**src/rtl/axis_core_bridge.sv**
```systemverilog
// Length-prefixed AXI-Stream to compute-core bridge with a result FIFO.
// Optional length/TLAST checking: define AXIS_BRIDGE_LEN_CHECK_EN.
module axis_core_bridge #(
    parameter int DATA_W     = 16,
    parameter int FIFO_DEPTH = 8,
    parameter int CNT_W      = 16
) (
    input  logic                ACLK,
    input  logic                ARESET,
    input  logic [DATA_W-1:0]   S_AXIS_TDATA,
    input  logic [DATA_W/8-1:0] S_AXIS_TKEEP,
    input  logic                S_AXIS_TLAST,
    input  logic                S_AXIS_TVALID,
    output logic                S_AXIS_TREADY,
    output logic [DATA_W-1:0]   M_AXIS_TDATA,
    output logic [DATA_W/8-1:0] M_AXIS_TKEEP,
    output logic                M_AXIS_TLAST,
    output logic                M_AXIS_TVALID,
    input  logic                M_AXIS_TREADY,
    output logic [DATA_W-1:0]   core_in_data,
    output logic                core_in_valid,
    input  logic                core_in_ready,
    input  logic [DATA_W-1:0]   core_out_data,
    input  logic                core_out_valid,
    input  logic                core_out_last,
    output logic                core_out_ready,
    output logic                busy,
    output logic                err
);

    localparam int KW = DATA_W / 8;
    localparam int AW = $clog2(FIFO_DEPTH);
    localparam int PW = AW + 1;

    typedef enum logic {
        ST_HDR = 1'b0,
        ST_PAY = 1'b1
    } state_t;

    state_t              state_q;
    logic [CNT_W-1:0]    rem_q;
    logic [PW-1:0]       wptr_q;
    logic [PW-1:0]       rptr_q;
    logic [DATA_W-1:0]   data_mem_q [FIFO_DEPTH];
    logic [KW-1:0]       keep_mem_q [FIFO_DEPTH];
    logic [FIFO_DEPTH-1:0] last_mem_q;

    logic                fifo_full;
    logic                fifo_empty;
    logic                s_ready;
    logic                cin_valid;
    logic                s_xfer;
    logic [CNT_W-1:0]    hdr_cnt;
    logic                hdr_zero;
    logic                rem_one;
    logic                core_push;
    logic                null_push;
    logic                push;
    logic                pop;
    logic                m_valid;
    logic [DATA_W-1:0]   push_data;
    logic [KW-1:0]       push_keep;
    logic                push_last;
    logic                unused_ok;

    assign fifo_empty = (wptr_q == rptr_q);
    assign fifo_full  = (wptr_q[AW] != rptr_q[AW]) &&
                        (wptr_q[AW-1:0] == rptr_q[AW-1:0]);

    assign hdr_cnt  = S_AXIS_TDATA[CNT_W-1:0];
    assign hdr_zero = (hdr_cnt == '0);
    assign rem_one  = (rem_q == CNT_W'(1));

    // Input-side handshake: header gated by FIFO space, payload by the core
    always_comb begin
        s_ready   = 1'b0;
        cin_valid = 1'b0;
        if (!ARESET) begin
            case (state_q)
                ST_HDR: s_ready = !fifo_full && !core_out_valid;
                ST_PAY: begin
                    s_ready   = core_in_ready;
                    cin_valid = S_AXIS_TVALID;
                end
                default: s_ready = 1'b0;
            endcase
        end
    end

    assign s_xfer = S_AXIS_TVALID && s_ready;

    // Core results take priority; a zero header only pushes when the core is idle
    assign core_push = core_out_valid && core_out_ready;
    assign null_push = (state_q == ST_HDR) && s_xfer && hdr_zero;
    assign push      = core_push || null_push;
    assign m_valid   = !ARESET && !fifo_empty;
    assign pop       = m_valid && M_AXIS_TREADY;

    assign push_data = core_push ? core_out_data : '0;
    assign push_keep = core_push ? {KW{1'b1}} : '0;
    assign push_last = core_push ? core_out_last : 1'b1;

    // Input FSM: header loads the count, payload words count it down
    always_ff @(posedge ACLK or posedge ARESET) begin
        if (ARESET) begin
            state_q <= ST_HDR;
            rem_q   <= '0;
        end else if (s_xfer) begin
            case (state_q)
                ST_HDR: begin
                    rem_q <= hdr_cnt;
                    if (!hdr_zero) begin
                        state_q <= ST_PAY;
                    end
                end
                ST_PAY: begin
                    rem_q <= rem_q - CNT_W'(1);
                    if (rem_one) begin
                        state_q <= ST_HDR;
                    end
`ifdef AXIS_BRIDGE_LEN_CHECK_EN
                    if (S_AXIS_TLAST) begin
                        state_q <= ST_HDR;
                    end
`endif
                end
                default: state_q <= ST_HDR;
            endcase
        end
    end

    // FIFO storage, written at the tail on every accepted push
    always_ff @(posedge ACLK) begin
        if (push) begin
            data_mem_q[wptr_q[AW-1:0]] <= push_data;
            keep_mem_q[wptr_q[AW-1:0]] <= push_keep;
            last_mem_q[wptr_q[AW-1:0]] <= push_last;
        end
    end

    // FIFO pointers, one extra wrap bit for full/empty detection
    always_ff @(posedge ACLK or posedge ARESET) begin
        if (ARESET) begin
            wptr_q <= '0;
            rptr_q <= '0;
        end else begin
            if (push) begin
                wptr_q <= wptr_q + PW'(1);
            end
            if (pop) begin
                rptr_q <= rptr_q + PW'(1);
            end
        end
    end

`ifdef AXIS_BRIDGE_LEN_CHECK_EN
    logic err_q;
    logic len_err;

    assign len_err = s_xfer &&
        (((state_q == ST_HDR) && !hdr_zero && S_AXIS_TLAST) ||
         ((state_q == ST_PAY) && (S_AXIS_TLAST != rem_one)));

    // Sticky framing error, cleared only by reset
    always_ff @(posedge ACLK or posedge ARESET) begin
        if (ARESET) begin
            err_q <= 1'b0;
        end else if (len_err) begin
            err_q <= 1'b1;
        end
    end

    assign err       = err_q;
    assign unused_ok = ^S_AXIS_TKEEP;
`else
    assign err       = 1'b0;
    assign unused_ok = ^{S_AXIS_TKEEP, S_AXIS_TLAST};
`endif

    assign S_AXIS_TREADY  = s_ready;
    assign core_in_data   = S_AXIS_TDATA;
    assign core_in_valid  = cin_valid;
    assign core_out_ready = !ARESET && !fifo_full;
    assign M_AXIS_TVALID  = m_valid;
    assign M_AXIS_TDATA   = m_valid ? data_mem_q[rptr_q[AW-1:0]] : '0;
    assign M_AXIS_TKEEP   = m_valid ? keep_mem_q[rptr_q[AW-1:0]] : '0;
    assign M_AXIS_TLAST   = m_valid && last_mem_q[rptr_q[AW-1:0]];
    assign busy           = !ARESET && ((state_q == ST_PAY) || !fifo_empty);

endmodule

```
**config.mk**
```make
export PLATFORM = sky130hd
export DESIGN_NAME = axis_core_bridge
export DESIGN_NICKNAME = d
export VERILOG_FILES = /design/src/rtl/axis_core_bridge.sv
export SDC_FILE = /design/constraint.sdc
export NUM_CORES = 1
export LEC_CHECK = 0
export ABC_AREA = 1
export CAP_MARGIN = 20
export CORE_ASPECT_RATIO = 1.25
export CORE_MARGIN = 1
export CORE_UTILIZATION = 45
export DETAILED_ROUTE_END_ITERATION = 6
export GPL_TIMING_DRIVEN = 0
export HOLD_SLACK_MARGIN = 0.06
export PLACE_DENSITY = 0.75
export SLEW_MARGIN = 5
export SYNTH_ARGS = -nofsm -noshare
export SYNTH_HDL_FRONTEND = slang
export SYNTH_SLANG_ARGS = --single-unit
```
**constraint.sdc**
```tcl
create_clock -name ACLK -period 4.7 [get_ports ACLK]
set_clock_uncertainty 0.2 [all_clocks]
set_input_delay 0.94 -clock ACLK [delete_from_list [all_inputs] [get_ports ACLK]]
set_output_delay 0.94 -clock ACLK [all_outputs]
set_load 0.02 [all_outputs]
```
=== Word level (Yosys, flattened, before mapping) ===
Memory sizes are Yosys's and may differ from the RTL's.
Cells that the tools add are included.

* Register bits: 33
* Memory bits (writable): 144
* Memories: 2

{| class="wikitable"
|+ Memory list
! name !! depth !! bits a word !! read ports !! clocked after memory_dff !! wr ports !! line !! source
|-
| data_mem_q || 8 || 16 || 1 || 0 || 1 || 44 || <nowiki>logic [DATA_W-1:0] data_mem_q [FIFO_DEPTH];</nowiki>
|-
| keep_mem_q || 8 || 2 || 1 || 0 || 1 || 45 || <nowiki>logic [KW-1:0] keep_mem_q [FIFO_DEPTH];</nowiki>
|}

* $add $sub $neg: 3
* Magnitude comparators: 3
* Equality and inequality tests: 4
* Multiplexer cells: 20
* Bitwise operators: 1
* Reductions and logical operators: 19

{| class="wikitable"
|+ Operator list
! operator !! number
|-
| 16-bit two-way mux || 2
|-
| 16-bit one-hot mux with 2 select lines || 1
|-
| 16-bit by 1-bit == test with 1-bit output (second input constant) || 1
|-
| 16-bit logical NOT || 1
|-
| 16-bit by 1-bit subtractor with 16-bit output (second input constant) || 1
|-
| 1-bit logical AND || 12
|-
| 1-bit two-way mux || 10
|-
| 4-bit by 1-bit adder with 4-bit output (second input constant) || 2
|-
| 8-bit bitwise mux || 1
|-
| 3-bit by 4-bit < comparator with 1-bit output (second input constant) || 2
|-
| 4-bit == test || 1
|-
| 1-bit logical NOT || 4
|-
| 2-bit two-way mux || 2
|-
| 1-bit one-hot mux with 2 select lines || 2
|-
| 1-bit binary-select mux with 3-bit select || 1
|-
| 1-bit demux with 3-bit select || 1
|-
| 3-bit == test || 1
|-
| 3-bit by 1-bit greater-or-equal comparator with 1-bit output (second input constant) || 1
|-
| 1-bit logical OR || 2
|-
| 1-bit != test || 1
|-
| 1-bit inverter || 1
|}

=== Longest topological paths before layout ===
* Depth after elaboration: 12
* Depth in mapped cells: 12
* Gate-level depth less buffers: 11

=== Worst setup path before layout ===
No wires, ideal clock.

* Path kind: input to output
* From: in ARESET
* To: out M_AXIS_TKEEP[1]
* Arrival time: 2.925 ns
* Required time: 3.560 ns
* Path slack: 0.635 ns
* Stages: 6
* Buffers on the path: 3
* Cell sequence: inv_1 > nand2_1 > buf_4 > buf_2 > a211oi_1 > buf_4

* Word-level cells in the longest chain between the ends: 3

{| class="wikitable"
|+ Ends and longest elaborated chain
! what !! line !! source
|-
| start: declaration || 9 || <nowiki>input logic ARESET,</nowiki>
|-
| 1-bit logical NOT || 96 || <nowiki>assign m_valid = !ARESET && !fifo_empty;</nowiki>
|-
| 1-bit logical AND || 96 ||
|-
| 2-bit two-way mux || 186 || <nowiki>assign M_AXIS_TKEEP = m_valid ? keep_mem_q[rptr_q[AW-1:0]] : '0;</nowiki>
|-
| end: declaration || 16 || <nowiki>output logic [DATA_W/8-1:0] M_AXIS_TKEEP,</nowiki>
|}

Every way passes these cells.

=== Worst setup path after layout ===
Same ends and word-level chain as after synthesis.

==> flow_metrics.py <==
metrics = {
    "run_status": {
        "status": "completed",
    },
    "routing": {
        "final_antenna_net_count": 0,
        "drcViolationCount": 0,
        "drt_wl_total_um": 19400,
        "wire_per_inst_um": 18.2,
        "vias": 5801,
        "drt_first_iter_violations": 574,
        "routed_via_density": 5.46,
        "firstDrtPassIters": 5,
    },
    "power_and_ir_drop": {
        "p_clk_share_pct": 23.5,
        "seq_power_share_pct": 34.1,
        "leakage_nw": 3.71,
        "intPower_mw": 3.47,
        "switching_power_mw": 2.24,
        "ir_drop_v": 0.000349,
        "p_comb_share_pct": 42.4,
        "switching_share_pct": 39.2,
        "power.density_mw_per_mm2": 590,
    },
    "setup_path": {
        "cp.arrival_ns": 3.33,
        "r2r_slack_ns": 1.96,
        "start_kind": "input port",
        "crit_type": "in -> out",
        "cp.required_ns": 3.56,
        "cp_max_fo": 18,
        "cp-end-kind": "output port",
    },
    "synth": {
        "synth_compound_gate_area_share_pct": 12.2,
        "synth_xor_area_share_pct": 1.23,
        "ys_ff_latch": 169,
        "synth_area_leaders": "edfxtp_1 55%, dfrtp_1 8.0%, nand2_1 7.9%",
        "ys_warn_count": 0,
        "syn_area_mm2": 0.00783,
        "synth_mux_area_share_pct": 0,
        "yosys.area_share.simple_pct": 14.8,
        "avgSynthCellArea_um2": 10.8,
        "yosys-top-cells-count": "164 x nand2_1, 144 x edfxtp_1, 72 x nor2_1",
        "yosysTopAreaCell": "edfxtp_1",
        "yosysMostFrequentCell": "nand2_1",
        "syn_nets": 769,
        "syn_inst": 723,
        "synth-edff-count": 144,
        "synth_top_area_share_pct": 55.2,
        "ys_types": 39,
        "yosys.area_share.adder_pct": 0.639,
        "synth_top_family_by_area": "simple AND/OR/NAND/NOR gates",
        "ys_seq_area_share_pct": 63.2,
        "synthFlopType": "edfxtp_1",
        "synthArstFlopShare_pct": 14.8,
    },
    "placement": {
        "place.gp.congestion": 0.793,
        "dp.cells": 1030,
        "placed_cell_area_mm2": 0.00910,
        "post-dp-hpwl_um": 12700,
        "portBuffers": 78,
    },
    "sta": {
        "setup_viol": 0,
        "finalCriticalPeriod_ns": 4.47,
        "worst_pin_slew_ns": 0.712,
        "rsz0062_at_grt": "false",
        "hold_slack_ns": 0.315,
        "relSlewSlack_pct": 52.5,
        "fmax_ghz": 0.224,
        "maxSlewViolCount": 0,
        "timing.final.crit_share_pct": 95.1,
        "finalHoldViolCount": 0,
    },
    "global_route": {
        "grt_pass1_vias": 5580,
        "antenna_found_initial": 0,
        "grt_max_degree": 19,
        "grt_usage_pct": 22.5,
        "overflow": 0,
        "grt_pass1_wl_um": 29800,
    },
    "clock_network": {
        "root_buffer": "clkbuf_16",
        "cts_made_buffers": 17,
        "clk_path_buf_depth": 2,
        "cts.clk_slew.worst_paths_ns": 0.06,
        "cts_tree": "yes",
        "cts.htree.levels": 4,
        "clkSinkCount": 169,
        "clk_latency_ns": 0.42,
        "cts_hold_buf": 0,
    },
    "floorplanning": {
        "core-area_mm2": 0.0169,
        "io-pin-count": 83,
        "die_w_um": 120,
        "dieArea_mm2": 0.0179,
        "die_h_um": 149,
        "rows": 53,
        "initial_core_util_pct": 46.3,
    },
    "final_layout": {
        "nNetsFinal": 876,
        "finalNonFillerCells": 1063,
        "diodes": 0,
        "drive_gt1_share_pct": 14.5,
        "area_delta_synth_final_pct": 23.7,
        "finalInstanceArea_mm2": 0.00969,
    },
    "run": {
        "max_cap_viol_count": 0,
    },
    "worst_hold_path": {
        "min_path_type": "reg -> reg",
    },
}
==> placed cells by master (no fill, tap or decap), types with 4 or more instances in the layout <==
| cell | n |
|---|---|
| nand2_1 | 164 |
| edfxtp_1 | 144 |
| clkdlybuf4s50_1 | 78 |
| nor2_1 | 64 |
| a21oi_1 | 58 |
| inv_1 | 50 |
| nand3_1 | 26 |
| dfrtp_1 | 25 |
| buf_4 | 22 |
| o21ai_0 | 21 |
| a32o_1 | 18 |
| a22oi_1 | 18 |
| a211oi_1 | 17 |
| clkbuf_16 | 17 |
| buf_2 | 16 |
| clkbuf_1 | 14 |
| o21ai_2 | 12 |
| xor2_1 | 9 |
| nor2_2 | 9 |
| buf_8 | 5 |
| buf_16 | 5 |
| ha_1 | 4 |
| inv_6 | 4 |
==> worst max-delay path, stage by stage <==
cell and delay [ns]:
clkdlybuf4s50_1 0.47, clkinvlp_4 0.14, buf_16 0.16, nand2_1 0.09, buf_4 0.20, buf_2 0.23, a211oi_2 0.33, buf_4 0.16
clkdlybuf4s50_1 0.58
==> metal layers <==
metal / track usage [%] / part of all wire (%) / vias to the layer above
met2: 39.2 / 51 / 290
li1: - / - / 2717
met4: 10.1 / 2.3 / 0
met5: 0 / 0 / -
met3: 3.51 / 7.1 / 37
met1: 27.6 / 40 / 2757
==> final cells by class <==
class / count / area [um^2]
Tap cell: 220 / 275
Clock inverter: 14 / 139
Clock buffer: 18 / 429
Fill cell: 1355 / 7220
Inverter: 56 / 224
Timing Repair Buffer: 88 / 986
Multi-Input combinational cell: 440 / 2290
Buffer: 58 / 392
Sequential cell: 169 / 4950
==> registers in the layout, summed over array words and instances (netlist names) <==
signal and cells:
data_mem_q 128, keep_mem_q 8, last_mem_q 8, rem_q 16, rptr_q 4, state_q 1, wptr_q 4
==> metrics by stage <==
stage	util, %	TNS [ns]	setup slack [ns]	power [mW]
after floorplan	-	0	0.635	3.51
after global placement	52.5	-82.46	-0.605	4.25
after detailed placement	53.8	-0.748	-0.259	4.35
after CTS	57.3	0	0.245	5.70
after global routing	57.3	0	0.141	6.00
final	57.3	0	0.229	5.71
==> repair_timing <==
action                                  in CTS  in global routing
endpoints found under the setup margin       7                  0
gates resized for setup                      2                  0
buffers inserted                             1                  0
==> power by group through the flow <==
| stage | sequential [mW] | clock, mW | combinational (mW) |
|---|---|---|---|
| 3_3_place_gp | 1.97 | 0 | 2.28 |
| 6_report | 1.95 | 1.34 | 2.42 |
| 5_1_grt | 1.96 | 1.41 | 2.63 |
| 4_1_cts | 1.94 | 1.35 | 2.41 |
| 2_1_floorplan | 1.95 | 0 | 1.57 |
| 3_5_place_dp | 1.97 | 0 | 2.38 |
==> final timing paths <==
| path | cells after the start | endpoint | start |
|---|---|---|---|
| min in group asynchronous | 3 | rem_q[9] | ARESET |
| worst max register to register | 11 | data_mem_q[2][15] | wptr_q[1] |
| worst min register to register | 1 | rptr_q[3] | rptr_q[3] |
| worst max-delay path | 9 | M_AXIS_TKEEP[1] | ARESET |
| worst min-delay path | 1 | rptr_q[3] | rptr_q[3] |
| max in group asynchronous | 3 | rem_q[1] | ARESET |
==> kinds of logic (layout without fill, tap and decap cells) <==
| logic type | Yosys count | count (layout) |
|---|---|---|
| other | 1 | 1 |
| XOR/XNOR | 11 | 11 |
| buffers and inverters | 114 | 234 |
| AO/OA/AOI/OAI | 146 | 146 |
| flip-flops | 169 | 169 |
| adder cells (fa/ha/maj) | 4 | 4 |
| AND/OR/NAND/NOR | 278 | 278 |
(Power assumes the default switching activity.)
